File: config.mk
export PLATFORM = sky130hd
export DESIGN_NAME = muldiv_unit
export DESIGN_NICKNAME = d
export VERILOG_FILES = /design/src/rtl/muldiv_unit.sv
export SDC_FILE = /design/constraint.sdc
export NUM_CORES = 1
export LEC_CHECK = 0
export BUFFER_PORTS_ARGS = -buffer_cell sky130_fd_sc_hd__buf_2
export CORE_MARGIN = 5
export CORE_UTILIZATION = 63
export CTS_CLUSTER_SIZE = 40
export DETAILED_ROUTE_END_ITERATION = 12
export HOLD_SLACK_MARGIN = 0.05
export PLACE_DENSITY = 0.81
export SYNTH_ARGS = -nofsm -noshare
export SYNTH_HDL_FRONTEND = slang
export SYNTH_SLANG_ARGS = --single-unit
File: constraint.sdc
create_clock -name clk_i -period 7.9 [get_ports clk_i]
set_input_delay 0.79 -clock clk_i [delete_from_list [all_inputs] [get_ports clk_i]]
set_output_delay 0.79 -clock clk_i [all_outputs]
set_load 0.05 [all_outputs]
File: src/rtl/muldiv_unit.sv
// Iterative RV32M multiply/divide unit: one shift-add or restoring shift-subtract
// step per cycle on operand magnitudes, sign correction applied on the way into DONE.
module muldiv_unit #(
    parameter int XLEN = 32
) (
    input  logic            clk_i,
    input  logic            reset_i,
    input  logic            start_i,
    input  logic [2:0]      funct3_i,
    input  logic [XLEN-1:0] opa_i,
    input  logic [XLEN-1:0] opb_i,
    output logic            busy_o,
    output logic            done_o,
    output logic [XLEN-1:0] result_o
);

    localparam int CW = $clog2(XLEN);

    typedef enum logic [1:0] {
        S_IDLE,
        S_CALC,
        S_DONE
    } state_t;

    state_t              state_q, state_d;
    logic [CW-1:0]       cnt_q, cnt_d;
    logic [2:0]          funct3_q, funct3_d;
    logic                neg_a_q, neg_a_d;
    logic                neg_b_q, neg_b_d;
    logic                b_zero_q, b_zero_d;
    logic [XLEN-1:0]     mag_q, mag_d;
    logic [2*XLEN-1:0]   acc_q, acc_d;
    logic [XLEN-1:0]     result_q, result_d;

    // Operand conditioning at accept time
    logic                signed_a, signed_b;
    logic                in_neg_a, in_neg_b;
    logic [XLEN-1:0]     in_mag_a, in_mag_b;

    always_comb begin
        signed_a = (funct3_i == 3'b001) || (funct3_i == 3'b010) ||
                   (funct3_i == 3'b100) || (funct3_i == 3'b110);
        signed_b = (funct3_i == 3'b001) || (funct3_i == 3'b100) ||
                   (funct3_i == 3'b110);
        in_neg_a = signed_a & opa_i[XLEN-1];
        in_neg_b = signed_b & opb_i[XLEN-1];
        in_mag_a = in_neg_a ? (~opa_i + 1'b1) : opa_i;
        in_mag_b = in_neg_b ? (~opb_i + 1'b1) : opb_i;
    end

    // One iteration step; acc holds {hi, lo} for multiply and {rem, quotient} for divide
    logic [XLEN:0]       mul_sum;
    logic [XLEN:0]       div_shift;
    logic [XLEN:0]       div_diff;
    logic [2*XLEN-1:0]   acc_step;

    always_comb begin
        mul_sum   = {1'b0, acc_q[2*XLEN-1:XLEN]} +
                    (acc_q[0] ? {1'b0, mag_q} : {(XLEN+1){1'b0}});
        div_shift = {acc_q[2*XLEN-1:XLEN], acc_q[XLEN-1]};
        div_diff  = div_shift - {1'b0, mag_q};
        if (!funct3_q[2]) begin
            acc_step = {mul_sum, acc_q[XLEN-1:1]};
        end else if (!div_diff[XLEN]) begin
            acc_step = {div_diff[XLEN-1:0], acc_q[XLEN-2:0], 1'b1};
        end else begin
            acc_step = {div_shift[XLEN-1:0], acc_q[XLEN-2:0], 1'b0};
        end
    end

    // Sign correction and output selection from the final iteration
    logic [2*XLEN-1:0]   prod_s;
    logic [XLEN-1:0]     quo_s;
    logic [XLEN-1:0]     rem_s;
    logic [XLEN-1:0]     final_res;

    always_comb begin
        prod_s = (neg_a_q ^ neg_b_q) ? (~acc_step + 1'b1) : acc_step;
        // Divide-by-zero keeps the all-ones quotient; remainder already equals opA
        quo_s  = ((neg_a_q ^ neg_b_q) && !b_zero_q) ?
                 (~acc_step[XLEN-1:0] + 1'b1) : acc_step[XLEN-1:0];
        rem_s  = neg_a_q ? (~acc_step[2*XLEN-1:XLEN] + 1'b1)
                         : acc_step[2*XLEN-1:XLEN];
        case (funct3_q)
            3'b000:          final_res = prod_s[XLEN-1:0];
            3'b001,
            3'b010,
            3'b011:          final_res = prod_s[2*XLEN-1:XLEN];
            3'b100,
            3'b101:          final_res = quo_s;
            default:         final_res = rem_s;
        endcase
    end

    always_comb begin
        state_d  = state_q;
        cnt_d    = cnt_q;
        funct3_d = funct3_q;
        neg_a_d  = neg_a_q;
        neg_b_d  = neg_b_q;
        b_zero_d = b_zero_q;
        mag_d    = mag_q;
        acc_d    = acc_q;
        result_d = result_q;
        case (state_q)
            S_IDLE: begin
                if (start_i) begin
                    state_d  = S_CALC;
                    cnt_d    = '0;
                    funct3_d = funct3_i;
                    neg_a_d  = in_neg_a;
                    neg_b_d  = in_neg_b;
                    b_zero_d = (opb_i == '0);
                    if (funct3_i[2]) begin
                        mag_d = in_mag_b;
                        acc_d = {{XLEN{1'b0}}, in_mag_a};
                    end else begin
                        mag_d = in_mag_a;
                        acc_d = {{XLEN{1'b0}}, in_mag_b};
                    end
                end
            end
            S_CALC: begin
                acc_d = acc_step;
                cnt_d = cnt_q + CW'(1);
                if (cnt_q == CW'(XLEN-1)) begin
                    state_d  = S_DONE;
                    result_d = final_res;
                end
            end
            S_DONE: begin
                state_d = S_IDLE;
            end
            default: begin
                state_d = S_IDLE;
            end
        endcase
    end

    always_ff @(posedge clk_i) begin
        if (reset_i) begin
            state_q  <= S_IDLE;
            cnt_q    <= '0;
            funct3_q <= '0;
            neg_a_q  <= 1'b0;
            neg_b_q  <= 1'b0;
            b_zero_q <= 1'b0;
            mag_q    <= '0;
            acc_q    <= '0;
            result_q <= '0;
        end else begin
            state_q  <= state_d;
            cnt_q    <= cnt_d;
            funct3_q <= funct3_d;
            neg_a_q  <= neg_a_d;
            neg_b_q  <= neg_b_d;
            b_zero_q <= b_zero_d;
            mag_q    <= mag_d;
            acc_q    <= acc_d;
            result_q <= result_d;
        end
    end

    assign busy_o   = (state_q != S_IDLE);
    assign done_o   = (state_q == S_DONE);
    assign result_o = result_q;

endmodule
# Yosys cells after proc, flatten, opt, wreduce, memory -nomap -nowiden
# Cells that the tools add are included.
# word_totals
ff_bits,141
input_bits,70
out_inout_bits,34
word_cells,75
# op_classes
n_addsub,8
eq_ne,14
n_mux,18
bitwise,8
reduce_logical,18
# op_table
op,n
$mux W64,4
$mux W32,7
$add A32 B1 Y32 const B,4
$not A32 Y32,4
$pmux W64 S2,1
$pmux W32 S3,1
$add A64 B1 Y64 const B,1
$not A64 Y64,1
$add A32 B32 Y33,1
$sub A33 B32 Y33,1
$logic_not A32 Y1,1
$eq A3 B3 Y1 const B,4
$pmux W5 S2,1
$eq A3 B2 Y1 const B,3
$reduce_and A2 Y1,4
$eq A3 B1 Y1 const B,2
$add A5 B1 Y5 const B,1
$eq A5 B5 Y1 const B,1
$logic_or A1 B1 Y1,5
$mux W5,1
$mux W2,2
$ne A2 B2 Y1 const B,2
$pmux W2 S2,1
$reduce_bool A2 Y1,2
10 further kinds,11

# Longest topological paths before layout
# Gate-level depths: netlist of run 1.
# logic_depth
depth_word,9
depth_mapped,26
mapped_depth_nobuf,23

# Worst setup path before layout of run 1
# No wires, ideal clock.
# synth_path
kind,register -> register
start,register funct3_q[2]
end,"register result_q[28], in the netlist result_o[28]"
setup_ns,0.086
t_arrival_ns,5.689
t_required_ns,7.814
slack_ns,2.126
stages_incl_launch_ff,25
path_buffers,10
period_less_slack_ns,5.774
cell_sequence,dfxtp_1 buf_2 buf_2 buf_2 buf_2 buf_2 buf_2 clkbuf_1 buf_2 buf_2 buf_1 o21ai_0 inv_1 ha_1 nand2_1 or4b_1 or3b_1 nor2_1 nand4_1 nor4_1 nand4_1 o31ai_1 xnor2_1 a22oi_1 a211oi_1
# synth_via
elab_chain_cells,5
elab_cells_between_ends,19
classes_between,add/sub (3); eq/ne (5); mux (5); bitwise (3); reduce/logical (3)
# synth_lines
element,line_no,text
"start, declared",27,"logic [2:0] funct3_q, funct3_d;"
"start signal, assigned",154,funct3_q <= funct3_d;
$mux W64,62,if (!funct3_q[2]) begin
$not A64 Y64 (tied with other cells),78,prod_s = (neg_a_q ^ neg_b_q) ? (~acc_step + 1'b1) : acc_step;
$add A64 B1 Y64 (tied with other cells),78,
$mux W64 (tied with other cells),78,
$pmux W32 S3 *,84,case (funct3_q)
"end signal, assigned",160,result_q <= result_d;
"end, declared",33,"logic [XLEN-1:0] result_q, result_d;"
# Mark *: on every way between the ends. The rest lies on a longest branch, timed or not.
# A chain may end at the register's enable or synchronous reset.

# Worst setup path in the final report of run 1
# layout_path
start,register acc_q[31]
end,"register result_q[28], in the netlist result_o[28]"
# layout_via
elab_chain_cells,7
elab_cells_between_ends,13
classes_between,add/sub (4); mux (6); bitwise (3)
# layout_lines
element,line_no,text
"start, declared",32,"logic [2*XLEN-1:0] acc_q, acc_d;"
"start signal, assigned",149,acc_q <= '0;
"start signal, assigned",159,acc_q <= acc_d;
$sub A33 B32 Y33,61,"div_diff = div_shift - {1'b0, mag_q};"
$mux W64,64,end else if (!div_diff[XLEN]) begin
$mux W64 *,62,
$not A64 Y64 (tied with other cells),78,
$add A64 B1 Y64 (tied with other cells),78,
$mux W64 (tied with other cells),78,
$pmux W32 S3 *,84,
# Marked as above.

==> results of run 1 <==
worst paths after layout:
kind,start,to,slack [ns],cells after the start
min reg2reg,result_o[26],result_o[26],0.45,2
min,result_o[26],result_o[26],0.45,2
max,acc_q[31],result_o[28],1.03,22
max reg2reg,acc_q[31],result_o[28],1.03,22
flip-flops by register name, summed over array words and instances, names as in the netlist:
| name | flops |
|---|---|
| state_q | 2 |
| b_zero_q | 1 |
| neg_b_q | 1 |
| neg_a_q | 1 |
| result_o | 32 |
| cnt_q | 5 |
| mag_q | 32 |
| acc_q | 64 |
| funct3_q | 3 |
placed cells by master, fill, tap and decap left out, types with 13 or more instances in the layout:
cell type / synthesis / routed
sky130_fd_sc_hd__a211oi_1: 44 / 43
sky130_fd_sc_hd__nor2_1: 266 / 266
sky130_fd_sc_hd__and2_1: 45 / 45
sky130_fd_sc_hd__o21ai_0: 132 / 132
sky130_fd_sc_hd__ha_1: 70 / 70
sky130_fd_sc_hd__and3_1: 22 / 22
sky130_fd_sc_hd__inv_1: 64 / 64
sky130_fd_sc_hd__a31oi_1: 36 / 36
sky130_fd_sc_hd__nor2b_1: 18 / 17
sky130_fd_sc_hd__xor2_1: 95 / 94
sky130_fd_sc_hd__dfxtp_1: 141 / 140
sky130_fd_sc_hd__buf_2: 21 / 102
sky130_fd_sc_hd__nand4_1: 21 / 21
sky130_fd_sc_hd__buf_4: 0 / 26
sky130_fd_sc_hd__nand2_1: 250 / 249
sky130_fd_sc_hd__a22oi_1: 14 / 14
sky130_fd_sc_hd__o211ai_1: 55 / 55
sky130_fd_sc_hd__nor3_1: 52 / 52
sky130_fd_sc_hd__o31ai_1: 26 / 26
sky130_fd_sc_hd__nand2b_1: 24 / 23
sky130_fd_sc_hd__o41ai_1: 13 / 13
sky130_fd_sc_hd__nor4_1: 15 / 15
sky130_fd_sc_hd__xnor2_1: 121 / 120
sky130_fd_sc_hd__mux2_2: 13 / 13
sky130_fd_sc_hd__a22o_1: 14 / 14
sky130_fd_sc_hd__a21o_1: 16 / 16
sky130_fd_sc_hd__a21oi_1: 250 / 250
sky130_fd_sc_hd__o221ai_1: 18 / 18
sky130_fd_sc_hd__or3_1: 21 / 21
sky130_fd_sc_hd__clkbuf_16: 0 / 17
sky130_fd_sc_hd__mux2i_1: 36 / 36
sky130_fd_sc_hd__nand3_1: 65 / 65
area by class of cell:
type                       instances  area (um2)
multi-input combinational       1935       12200
clock inverter                    14         121
inverter                          65         244
timing repair buffer             128         706
sequential                       141        2830
tap                              330         413
fill                            2310        8010
clock buffer                      18         429
layer usage:
layer / up-vias / GRT usage [%]
li1: 8298 / -
met1: 8273 / 55.4
met2: 1174 / 60.2
met3: 205 / 8.80
met4: 0 / 24.1
met5: - / 0
synthesized netlist by cell type (14+ instances only):
library cell / count
sky130_fd_sc_hd__dfxtp_1: 141
sky130_fd_sc_hd__o211ai_1: 55
sky130_fd_sc_hd__nand4_1: 21
sky130_fd_sc_hd__or3_1: 21
sky130_fd_sc_hd__a211oi_1: 44
sky130_fd_sc_hd__a22o_1: 14
sky130_fd_sc_hd__o21ai_0: 132
sky130_fd_sc_hd__nor2_1: 266
sky130_fd_sc_hd__nor3_1: 52
sky130_fd_sc_hd__inv_1: 64
sky130_fd_sc_hd__a21o_1: 16
sky130_fd_sc_hd__a31oi_1: 36
sky130_fd_sc_hd__nor4_1: 15
sky130_fd_sc_hd__nand3_1: 65
sky130_fd_sc_hd__buf_2: 21
sky130_fd_sc_hd__a22oi_1: 14
sky130_fd_sc_hd__xor2_1: 95
sky130_fd_sc_hd__clkbuf_1: 113
sky130_fd_sc_hd__o31ai_1: 26
sky130_fd_sc_hd__nor2b_1: 18
sky130_fd_sc_hd__nand2_1: 250
sky130_fd_sc_hd__mux2i_1: 36
sky130_fd_sc_hd__a21oi_1: 250
sky130_fd_sc_hd__xnor2_1: 121
sky130_fd_sc_hd__nand2b_1: 24
sky130_fd_sc_hd__o221ai_1: 18
sky130_fd_sc_hd__and2_1: 45
sky130_fd_sc_hd__ha_1: 70
sky130_fd_sc_hd__buf_1: 19
sky130_fd_sc_hd__and3_1: 22
stage by stage:
step	setup WS, ns	area, um2	power [mW]
after floorplan	2.13	15900	1.58
after global placement	1.69	16400	1.86
after detailed placement	1.34	16400	1.88
after CTS	1.33	17000	2.67
after global routing	0.845	17000	2.83
final	1.03	17000	2.72
power by group:
part,total (mW),internal (mW),switching (mW)
Sequential,0.805,0.745,0.0597
Combinational,1.11,0.377,0.735
Clock,0.808,0.413,0.395
worst max-delay path, delay by kind of cell, from the launching register on:
family,cells,cell delay (ns)
adder cells (fa/ha/maj),3,0.85
XOR/XNOR,1,0.15
buffers and inverters,2,0.22
flip-flops,1,0.41
AO/OA/AOI/OAI,8,2.28
AND/OR/NAND/NOR,8,2.86
cell families after synthesis:
family / Yosys count
compound gates: 746
xor+xnor: 216
fa+ha+maj: 72
buf+inv: 221
flops: 141
mux: 49
simple gates: 852
==> results.rst, run 1 <==
.. list-table::
   :header-rows: 1

   * - Metric
     - Value
   * - Status
     - finished, final reports clean
   * - Met1 Routed Length
     - 23700 um
   * - Number of antenna violations at the first check in global routing
     - 1
   * - Synthesized flop and latch total
     - 141
   * - Total of hold buffers inserted after clock tree synthesis
     - 0
   * - Layout cell share with drive strength beyond 1
     - 9.60%
   * - Distinct cell type count after synthesis
     - 91
   * - Required @ worst endpoint
     - 8.27 ns
   * - Actual slew at the worst max-slew pin
     - 1.30 ns
   * - WL/cell
     - 22.9 um
   * - GR Util All Layers
     - 41.0%
   * - Synth area leaders
     - sky130_fd_sc_hd__dfxtp_1 (18%), sky130_fd_sc_hd__a21oi_1 (7.9%), sky130_fd_sc_hd__xnor2_1 (6.7%)
   * - Hold Path Class
     - reg -> reg
   * - Die boundary height
     - 169 um
   * - Chain of cells forming the critical path
     - inv_1, ha_1, fa_1, nand2b_1, a21oi_2, o211ai_1, a21oi_2, a2111o_1, o21ai_0, inv_1, ha_1, nand2_1, or4b_1, or3b_1, nor2_1, nand4_1, nor4_1, nand4_1, o31ai_1, xnor2_1, a22oi_1, a211oi_1
   * - Largest net degree at the start of global routing
     - 92
   * - Clock root buffer master
     - sky130_fd_sc_hd__clkbuf_16
   * - Non-filler instance count after layout
     - 2631
   * - Source-to-sink clock delay at the later pin of the worst-skew pair
     - 0.45 ns
   * - Vias in the first global route
     - 16500
   * - Post-route antenna net violation count
     - 0
   * - Biggest fanout along the worst timing path
     - 8
   * - Sink count of the clock tree
     - 141
   * - Post-Synth Adder-Cell Area
     - 5.77%
   * - Fin Clk Skew
     - 0.0174 ns
   * - Global-route wire length before repair
     - 93100 um
   * - Yosys warnings
     - 0
   * - Average cell area after synthesis
     - 6.91 um2
   * - Wire length on met3
     - 7410 um
   * - Total number of H-tree levels
     - 4
   * - Most frequently used flop master after synthesis
     - sky130_fd_sc_hd__dfxtp_1
   * - Main combinational cell family by area after synthesis
     - compound AO/OA/AOI/OAI gates
   * - Area of the mapped netlist
     - 15900 um2
   * - Critical path class
     - reg -> reg
   * - Number of buffers added on ports
     - 103
   * - CTS tree
     - yes
   * - Final Net Count
     - 2430
   * - Final period utilization
     - 86.9%
   * - Vias per cell
     - 6.82
   * - Antenna diode instance count
     - 0
   * - Starting Density
     - 63.6%
   * - Relative slew margins
     - 12.9%
   * - Overall die width
     - 169 um
   * - Clock-pin transition on the worst setup and hold timing paths
     - 0.08 ns
   * - Count of mapped cells out of synthesis
     - 2297
   * - Category of the worst setup path capture point
     - register
   * - Worst endpoint data arrival time
     - 7.23 ns
   * - Post-placement cell count
     - 2599
   * - Number of violations of the max-capacitance limit
     - 0
   * - Full die area
     - 28500 um2
   * - Routed wire length
     - 60200 um
   * - Setup Buffers After CTS
     - 0
   * - Final HPWL DP
     - 45500 um
   * - Fin util
     - 67.9%
   * - Total number of placement rows
     - 58
   * - Routability congestion estimate from global placement
     - 1.04
   * - Critical path launch point type
     - register
   * - Post-Route Setup TNS
     - 0 ns
   * - Pre-antenna DRT Iters
     - 9
   * - Multiplexer area fraction after synthesis
     - 3.19%
   * - Post-synthesis xor/xnor area fraction
     - 11.9%
   * - Sequential-to-total area share from yosys stat
     - 17.8%
   * - Number of DRC markers in iteration 0
     - 2736
   * - Fraction of synthesis flops using an asynchronous set or reset pin
     - 0%
   * - Compound-cell area share of the yosys netlist
     - 30.4%
   * - Slew Limit Fails
     - 0
   * - Leak
     - 6.54 nW
   * - Endpoints failing setup
     - 0
   * - Detailed-route DRC error count
     - 0
   * - Number of nets in the synthesized netlist
     - 2439
   * - Maximum achievable frequency
     - 146 MHz
   * - Largest stage delay, worst path
     - 0.57 ns
   * - Layout overhead on the synthesized area
     - 6.80%
   * - Via count
     - 18000
   * - Number of hold violations in the final report
     - 0
   * - Max IR drop VDD
     - 135 uV
   * - # IOs
     - 104
   * - Simple-gate share of the synthesized area
     - 25.4%
   * - Number of enable flip-flop cells after synthesis
     - 0
   * - Inserted Clock Buffers
     - 17
   * - Area share of the largest cell type after synthesis
     - 17.8%
   * - Standard cell with the maximum stage delay on the critical path
     - sky130_fd_sc_hd__or4b_1
   * - Highest metal used
     - met4
   * - Core area
     - 25000 um2
   * - Quantity of gates resized following cts
     - 0
   * - Setup repair after global routing missed its margin
     - no
   * - Metal2 WL
     - 24800 um
   * - Shortest clock period the worst path allows after layout
     - 6.87 ns
   * - Total overflow reported by the global router
     - 0
   * - Power per standard cell area
     - 161 nW/um2
   * - Final Hold Slack
     - 0.451 ns
   * - Yosys top cell by area
     - sky130_fd_sc_hd__dfxtp_1
   * - Number of buffers on the longest clock path
     - 2
(Power assumes the default switching activity.)
==> run 2, diff against run 1 <==
- CELL_PAD_IN_SITES_DETAIL_PLACEMENT: unset -> 1
- CELL_PAD_IN_SITES_GLOBAL_PLACEMENT: unset -> 1
- CORE_UTILIZATION: 63 -> 32
- PLACE_DENSITY: 0.81 -> 0.6
==> run 2 against run 1 <==
  * Sequential power about the same
  * Largest cell class unchanged
  * Wire length up 22%
  * Final cell count up 13%
  * Die area up 90%
  * Non-clock buffer count up 3
  * Global-route usage down 14 points
==> results.rst, run 2 (same netlist as run 1, synthesis figures left out) <==
.. list-table::
   :header-rows: 1

   * - Metric
     - Value
   * - Status
     - finished, final reports clean
   * - Biggest fanout along the worst timing path
     - 8 (unchanged)
   * - Number of antenna violations at the first check in global routing
     - 2 (+1)
   * - Least setup slack across all paths after layout
     - 0.962 ns (-0.0728 ns)
   * - Core area
     - 49100 um2 (+96%)
   * - Quantity of gates resized following cts
     - 0 (unchanged)
   * - WL/cell
     - 24.8 um (+8.3%)
   * - Cells on worst reg2reg path
     - 22 (unchanged)
   * - Sequential cell fraction of total power
     - 27.7% (-1.8 points)
   * - Start of the worst register-to-register path
     - acc_q[31]
   * - Min-Delay Endpoint
     - result_o[26]
   * - Total overflow reported by the global router
     - 0 (unchanged)
   * - CTS tree
     - yes
   * - Inserted Clock Buffers
     - 17 (unchanged)
   * - Power per standard cell area
     - 166 nW/um2 (+3.2%)
   * - Largest register FFs
     - 64 (unchanged)
   * - Final period utilization
     - 87.8% (+0.92 points)
   * - Fin util
     - 35.7% (-32 points)
   * - Number of filler instances in the final layout
     - 6223 (+170%)
   * - GR Util All Layers
     - 26.7% (-14 points)
   * - Total number of placement rows
     - 81 (+40%)
   * - Layout cell share with drive strength beyond 1
     - 9.77% (+0.16 points)
   * - Pre-antenna DRT Iters
     - 5 (-4)
   * - Full die area
     - 54200 um2 (+90%)
   * - Final Instance Area
     - 17500 um2 (+3.2%)
   * - Clock-pin transition on the worst setup and hold timing paths
     - 0.07 ns (about the same)
   * - Largest register by flop count
     - acc_q
   * - Number of violations of the max-capacitance limit
     - 0 (unchanged)
   * - Vias in the first global route
     - 17600 (+6.5%)
   * - Standard cell with the maximum stage delay on the critical path
     - sky130_fd_sc_hd__or4b_1
   * - Category of the worst setup path capture point
     - register
   * - Setup repair after global routing missed its margin
     - no
   * - Via count
     - 17600 (-2.1%)
   * - Fraction of power spent switching nets
     - 41.9% (-1.7 points)
   * - Non-filler instance count after layout
     - 2968 (+13%)
   * - Part of the total power dissipated in combinational logic
     - 40.0% (-0.8 points)
   * - Max IR drop VDD
     - 139 uV (+3.0%)
   * - Shortest clock period the worst path allows after layout
     - 6.94 ns (+0.0728 ns)
   * - Total number of H-tree levels
     - 4 (unchanged)
   * - Overall die width
     - 233 um (+38%)
   * - Psw
     - 1.22 mW (+2.3%)
   * - Largest net degree at the start of global routing
     - 91 (-1.1%)
   * - Number of buffers on the longest clock path
     - 2 (unchanged)
   * - Hold wc startpoint
     - result_o[26]
   * - Placement-stage worst setup slack
     - 1.14 ns (-0.204 ns)
   * - Actual slew at the worst max-slew pin
     - 1.25 ns (-0.0536 ns)
   * - Hold Path Class
     - reg -> reg
   * - Leading cell types in the layout, fill and taps excluded
     - sky130_fd_sc_hd__nor2_1 (265), sky130_fd_sc_hd__a21oi_1 (250), sky130_fd_sc_hd__nand2_1 (249)
   * - Total of hold buffers inserted after clock tree synthesis
     - 0 (unchanged)
   * - Worst endpoint data arrival time
     - 7.34 ns (+0.11 ns)
   * - Final Net Count
     - 2433 (+0.12%)
   * - Number of hold violations in the final report
     - 0 (unchanged)
   * - Routed wire length
     - 73500 um (+22%)
   * - Final HPWL DP
     - 57900 um (+27%)
   * - Leak
     - 6.60 nW (+0.95%)
   * - Critical path class
     - reg -> reg
   * - Fin Clk Skew
     - 0.0136 ns (-0.00380 ns)
   * - Clock power frac
     - 32.3% (+2.6 points)
   * - Vias per cell
     - 5.92 (-13%)
   * - Layout overhead on the synthesized area
     - 10.2%
   * - Total internal power
     - 1.69 mW (+9.8%)
   * - Critical path launch point type
     - register
   * - Endpoints failing setup
     - 0 (unchanged)
   * - Clock root buffer master
     - sky130_fd_sc_hd__clkbuf_16
   * - Most common cell after layout, fill and taps aside
     - sky130_fd_sc_hd__nor2_1
   * - Relative slew margins
     - 16.0% (+3.0 points)
   * - Source-to-sink clock delay at the later pin of the worst-skew pair
     - 0.49 ns (+0.04 ns)
   * - Post-Route Setup TNS
     - 0 ns (unchanged)
   * - Global-route wire length before repair
     - 111000 um (+19%)
   * - Post-route antenna net violation count
     - 0 (unchanged)
   * - Chain of cells forming the critical path
     - inv_1, ha_1, fa_1, nand2b_1, a21oi_2, o211ai_1, a21oi_2, a2111o_1, o21ai_0, inv_1, ha_1, nand2_1, or4b_1, or3b_1, nor2_1, nand4_1, nor4_1, nand4_1, o31ai_1, xnor2_1, a22oi_1, a211oi_1
   * - Internal reg-to-reg setup slack
     - 0.96 ns (-0.07 ns)
   * - Reg-to-reg critical path endpoint
     - result_o[28]
   * - Count of cells along the worst hold path
     - 2 (unchanged)
   * - Detailed-route DRC error count
     - 0 (unchanged)
   * - Die boundary height
     - 233 um (+38%)
   * - Routability congestion estimate from global placement
     - 0.913 (-13%)
   * - Required @ worst endpoint
     - 8.31 ns (+0.04 ns)
   * - Largest stage delay, worst path
     - 0.58 ns (about the same)
   * - # IOs
     - 104 (unchanged)
   * - Maximum achievable frequency
     - 144 MHz (-1.0%)
   * - Number of DRC markers in iteration 0
     - 1277 (-53%)
   * - Post-placement cell count
     - 2936 (+13%)
   * - Sink count of the clock tree
     - 141 (unchanged)
   * - Antenna diode instance count
     - 0 (unchanged)
   * - Starting Density
     - 32.4% (-31 points)
   * - Placed inst area
     - 16800 um2 (+2.7%)
   * - Slew Limit Fails
     - 0 (unchanged)
   * - Setup Buffers After CTS
     - 0 (unchanged)
   * - Number of buffers added on ports
     - 103 (unchanged)
==> run 2: cell count changes in the layout (fill, tap and decap cells not counted), moves of 2 or more <==
cell / change
sky130_fd_sc_hd__inv_6: -4
sky130_fd_sc_hd__inv_8: -2
sky130_fd_sc_hd__bufinv_16: +5
sky130_fd_sc_hd__buf_4: +3
==> run 2: worst max path at each step <==
stage          slack [ns]  cells after the start   startpoint            to
3_3_place_gp         1.50                     22    acc_q[31]  result_o[28]
5_1_grt              0.61                     22    acc_q[31]  result_o[28]
3_5_place_dp         1.14                     22    acc_q[31]  result_o[28]
4_1_cts              1.10                     22    acc_q[31]  result_o[28]
6_report             0.96                     22    acc_q[31]  result_o[28]
2_1_floorplan        2.13                     24  funct3_q[2]  result_o[28]
==> run 2: final cells by class <==
type | count | area [um2] | area share (%)
Multi-Input combinational cell | 1935 | 12200 | 69.8
Inverter | 65 | 244 | 1.39
Clock buffer | 19 | 433 | 2.47
Tap cell | 664 | 831 | 4.75
Timing Repair Buffer | 131 | 728 | 4.16
Clock inverter | 13 | 214 | 1.22
Sequential cell | 141 | 2830 | 16.2
==> run 2: per-layer routing <==
layer	part of all wire [%]	track usage, %
met1	45	36.0
met2	44	41.5
met4	4.9	12.4
met3	5.8	4.93
met5	0.018	0
==> run 2: per-stage QoR <==
step | hold WS (ns) | total power, mW
2_1_floorplan | 0.440 | 1.58
3_3_place_gp | 0.441 | 1.94
3_5_place_dp | 0.447 | 1.96
4_1_cts | 0.459 | 2.90
5_1_grt | 0.481 | 3.05
6_report | 0.450 | 2.90
==> run 2: power by group through the flow <==
stage	sequential, mW	combinational (mW)	clock, mW
after floorplan	0.785	0.792	0
after CTS	0.801	1.14	0.954
after global placement	0.814	1.12	0
after detailed placement	0.817	1.14	0
after global routing	0.808	1.26	0.986
final	0.803	1.16	0.938
==> run 2: critical path, delay by kind of cell, from the launching register on <==
| kind | cells | cell delay [ns] |
|---|---|---|
| AND/OR/NAND/NOR | 8 | 2.85 |
| AO/OA/AOI/OAI | 8 | 2.33 |
| adder cells (fa/ha/maj) | 3 | 0.85 |
| flip-flops | 1 | 0.42 |
| buffers and inverters | 2 | 0.22 |
| XOR/XNOR | 1 | 0.16 |
==> run 3, diff against run 2 <==
- CELL_PAD_IN_SITES_DETAIL_PLACEMENT: 1 -> 0
- PLACE_DENSITY: 0.6 -> 0.69
- SLEW_MARGIN: unset -> 5
==> run 3 against run 2 <==
  * Final cell count about the same
  * Setup slack better by 0.12 ns
  * Sequential share of layout area about the same
  * Flip-flop and latch count unchanged
  * Die area did not move
  * Clock power shrank 11%
  * Largest power group unchanged
==> results.rst, run 3 (same netlist as run 1, synthesis figures left out) <==
.. list-table::
   :header-rows: 1

   * - Metric
     - Value
   * - Status
     - finished, final reports clean
   * - Post-Route Setup TNS
     - 0 ns (unchanged)
   * - Worst endpoint data arrival time
     - 7.20 ns (-0.14 ns)
   * - Leak
     - 6.59 nW (-0.13%)
   * - Biggest fanout along the worst timing path
     - 8 (unchanged)
   * - Final Instance Area
     - 17400 um2 (-0.26%)
   * - Hold Path Class
     - reg -> reg
   * - WL/cell
     - 23.0 um (-7.3%)
   * - Pre-antenna DRT Iters
     - 6 (+1)
   * - Vias per cell
     - 5.87 (-0.85%)
   * - Setup repair after global routing missed its margin
     - no
   * - Critical path launch point type
     - register
   * - Number of buffers added on ports
     - 103 (unchanged)
   * - Sink count of the clock tree
     - 141 (unchanged)
   * - Vias in the first global route
     - 16400 (-6.6%)
   * - Least setup slack across all paths after layout
     - 1.08 ns (+0.116 ns)
   * - Core area
     - 49100 um2 (unchanged)
   * - Number of buffers on the longest clock path
     - 2 (unchanged)
   * - Full die area
     - 54200 um2 (unchanged)
   * - Cells on worst reg2reg path
     - 22 (unchanged)
   * - Reg-to-reg critical path endpoint
     - result_o[28]
   * - Start of the worst register-to-register path
     - acc_q[31]
   * - Max IR drop VDD
     - 142 uV (+2.2%)
   * - Final HPWL DP
     - 53500 um (-7.5%)
   * - Largest register by flop count
     - acc_q
   * - Antenna diode instance count
     - 0 (unchanged)
   * - Starting Density
     - 32.4% (unchanged)
   * - Hold wc startpoint
     - result_o[22]
   * - Number of antenna violations at the first check in global routing
     - 0 (-2)
   * - Via count
     - 17400 (-0.79%)
   * - Source-to-sink clock delay at the later pin of the worst-skew pair
     - 0.46 ns (-0.03 ns)
   * - Number of DRC markers in iteration 0
     - 1808 (+42%)
   * - Final Net Count
     - 2435 (+0.082%)
   * - Layout overhead on the synthesized area
     - 9.91%
   * - Die boundary height
     - 233 um (unchanged)
   * - Power per standard cell area
     - 159 nW/um2 (-4.0%)
   * - Fin Clk Skew
     - 0.0120 ns (-0.00167 ns)
   * - Largest register FFs
     - 64 (unchanged)
   * - # IOs
     - 104 (unchanged)
   * - Slew Limit Fails
     - 0 (unchanged)
   * - CTS tree
     - yes
   * - Count of cells along the worst hold path
     - 2 (unchanged)
   * - Maximum achievable frequency
     - 147 MHz (+1.7%)
   * - Leading cell types in the layout, fill and taps excluded
     - sky130_fd_sc_hd__nor2_1 (265), sky130_fd_sc_hd__a21oi_1 (250), sky130_fd_sc_hd__nand2_1 (249)
   * - Clock root buffer master
     - sky130_fd_sc_hd__clkbuf_16
   * - Quantity of gates resized following cts
     - 0 (unchanged)
   * - Placed inst area
     - 16900 um2 (about the same)
   * - Inserted Clock Buffers
     - 17 (unchanged)
   * - Endpoints failing setup
     - 0 (unchanged)
   * - Most common cell after layout, fill and taps aside
     - sky130_fd_sc_hd__nor2_1
   * - Actual slew at the worst max-slew pin
     - 1.13 ns (-0.116 ns)
   * - Routed wire length
     - 68200 um (-7.2%)
   * - Routability congestion estimate from global placement
     - 0.958 (+4.9%)
   * - Global-route wire length before repair
     - 103000 um (-6.9%)
   * - Setup Buffers After CTS
     - 0 (unchanged)
   * - Placement-stage worst setup slack
     - 1.27 ns (+0.132 ns)
   * - Post-route antenna net violation count
     - 0 (unchanged)
   * - Min-Delay Endpoint
     - result_o[22]
   * - Detailed-route DRC error count
     - 0 (unchanged)
   * - Number of violations of the max-capacitance limit
     - 0 (unchanged)
   * - GR Util All Layers
     - 24.6% (-2.1 points)
   * - Internal reg-to-reg setup slack
     - 1.08 ns (+0.12 ns)
   * - Total of hold buffers inserted after clock tree synthesis
     - 0 (unchanged)
   * - Clock-pin transition on the worst setup and hold timing paths
     - 0.08 ns (about the same)
   * - Shortest clock period the worst path allows after layout
     - 6.82 ns (-0.116 ns)
   * - Total overflow reported by the global router
     - 0 (unchanged)
   * - Layout cell share with drive strength beyond 1
     - 9.93% (+0.16 points)
   * - Largest net degree at the start of global routing
     - 93 (+2.2%)
   * - Total number of H-tree levels
     - 4 (unchanged)
   * - Category of the worst setup path capture point
     - register
   * - Number of hold violations in the final report
     - 0 (unchanged)
   * - Final period utilization
     - 86.4% (-1.5 points)
   * - Critical path class
     - reg -> reg
   * - Relative slew margins
     - 22.7% (+6.7 points)
   * - Total number of placement rows
     - 81 (unchanged)
   * - Overall die width
     - 233 um (unchanged)
   * - Required @ worst endpoint
     - 8.28 ns (-0.03 ns)
==> run 3: cell count changes in the layout (fill, tap and decap cells not counted), sizes merged <==
cell / delta
bufinv: -5
clkbuf: -1
clkinvlp: -2
inv: +8
buf: +2
==> run 3: through the flow <==
step | power (mW) | cells | hold slack [ns] | utilization (%)
2_1_floorplan | 1.58 | 2297 | 0.440 | -
3_3_place_gp | 1.93 | 2938 | 0.444 | 34.4
3_5_place_dp | 1.93 | 2938 | 0.443 | 34.4
4_1_cts | 2.77 | 2970 | 0.453 | 35.6
5_1_grt | 2.92 | 2970 | 0.477 | 35.6
6_report | 2.78 | 2970 | 0.451 | 35.6
==> run 3: how the worst max path moves through the flow <==
stage                start      endpoint  slack, ns  depth (start not counted)
2_1_floorplan  funct3_q[2]  result_o[28]       2.13                         24
3_3_place_gp     acc_q[31]  result_o[28]       1.55                         22
3_5_place_dp     acc_q[31]  result_o[28]       1.27                         22
4_1_cts          acc_q[31]  result_o[28]       1.23                         22
5_1_grt          acc_q[31]  result_o[28]       0.55                         22
6_report         acc_q[31]  result_o[28]       1.08                         22
==> run 3: report_power, final <==
group,internal [mW],leakage (nW),switching [mW]
clock network,0.438,0.291,0.398
registers,0.745,1.15,0.0575
logic,0.380,5.15,0.759
==> run 3: worst max-delay path, cell delays in order (launching register included) <==
cell	delay (ns)
sky130_fd_sc_hd__dfxtp_1	0.42
sky130_fd_sc_hd__inv_1	0.10
sky130_fd_sc_hd__ha_1	0.22
sky130_fd_sc_hd__fa_1	0.40
sky130_fd_sc_hd__nand2b_1	0.20
sky130_fd_sc_hd__a21oi_2	0.35
sky130_fd_sc_hd__o211ai_1	0.26
sky130_fd_sc_hd__a21oi_2	0.40
sky130_fd_sc_hd__a2111o_1	0.39
sky130_fd_sc_hd__o21ai_0	0.25
sky130_fd_sc_hd__inv_1	0.11
sky130_fd_sc_hd__ha_1	0.21
sky130_fd_sc_hd__nand2_1	0.11
sky130_fd_sc_hd__or4b_1	0.57
sky130_fd_sc_hd__or3b_1	0.43
sky130_fd_sc_hd__nor2_1	0.38
sky130_fd_sc_hd__nand4_1	0.38
sky130_fd_sc_hd__nor4_1	0.49
sky130_fd_sc_hd__nand4_1	0.23
sky130_fd_sc_hd__o31ai_1	0.31
sky130_fd_sc_hd__xnor2_1	0.15
sky130_fd_sc_hd__a22oi_1	0.08
sky130_fd_sc_hd__a211oi_1	0.28
==> run 3: per-layer routing <==
| metal | part of all wire, % | GRT usage, % | wire length [um] | vias to the layer above |
|---|---|---|---|---|
| met5 | 0 | 0 | 0 | - |
| met4 | 4.8 | 10.8 | 3250 | 0 |
| met2 | 43 | 37.4 | 29500 | 683 |
| met1 | 45 | 34.5 | 30600 | 8321 |
| met3 | 7.0 | 3.71 | 4780 | 98 |
| li1 | - | - | - | 8333 |
==> run 3: cell type report <==
class | instances | area, um2
repair buffers | 133 | 743
flip-flops and latches | 141 | 2830
clock inverters | 14 | 135
multi-input cells | 1935 | 12200
fillers | 5347 | 31600
inverters | 65 | 244
clock buffers | 18 | 450
well taps | 664 | 831
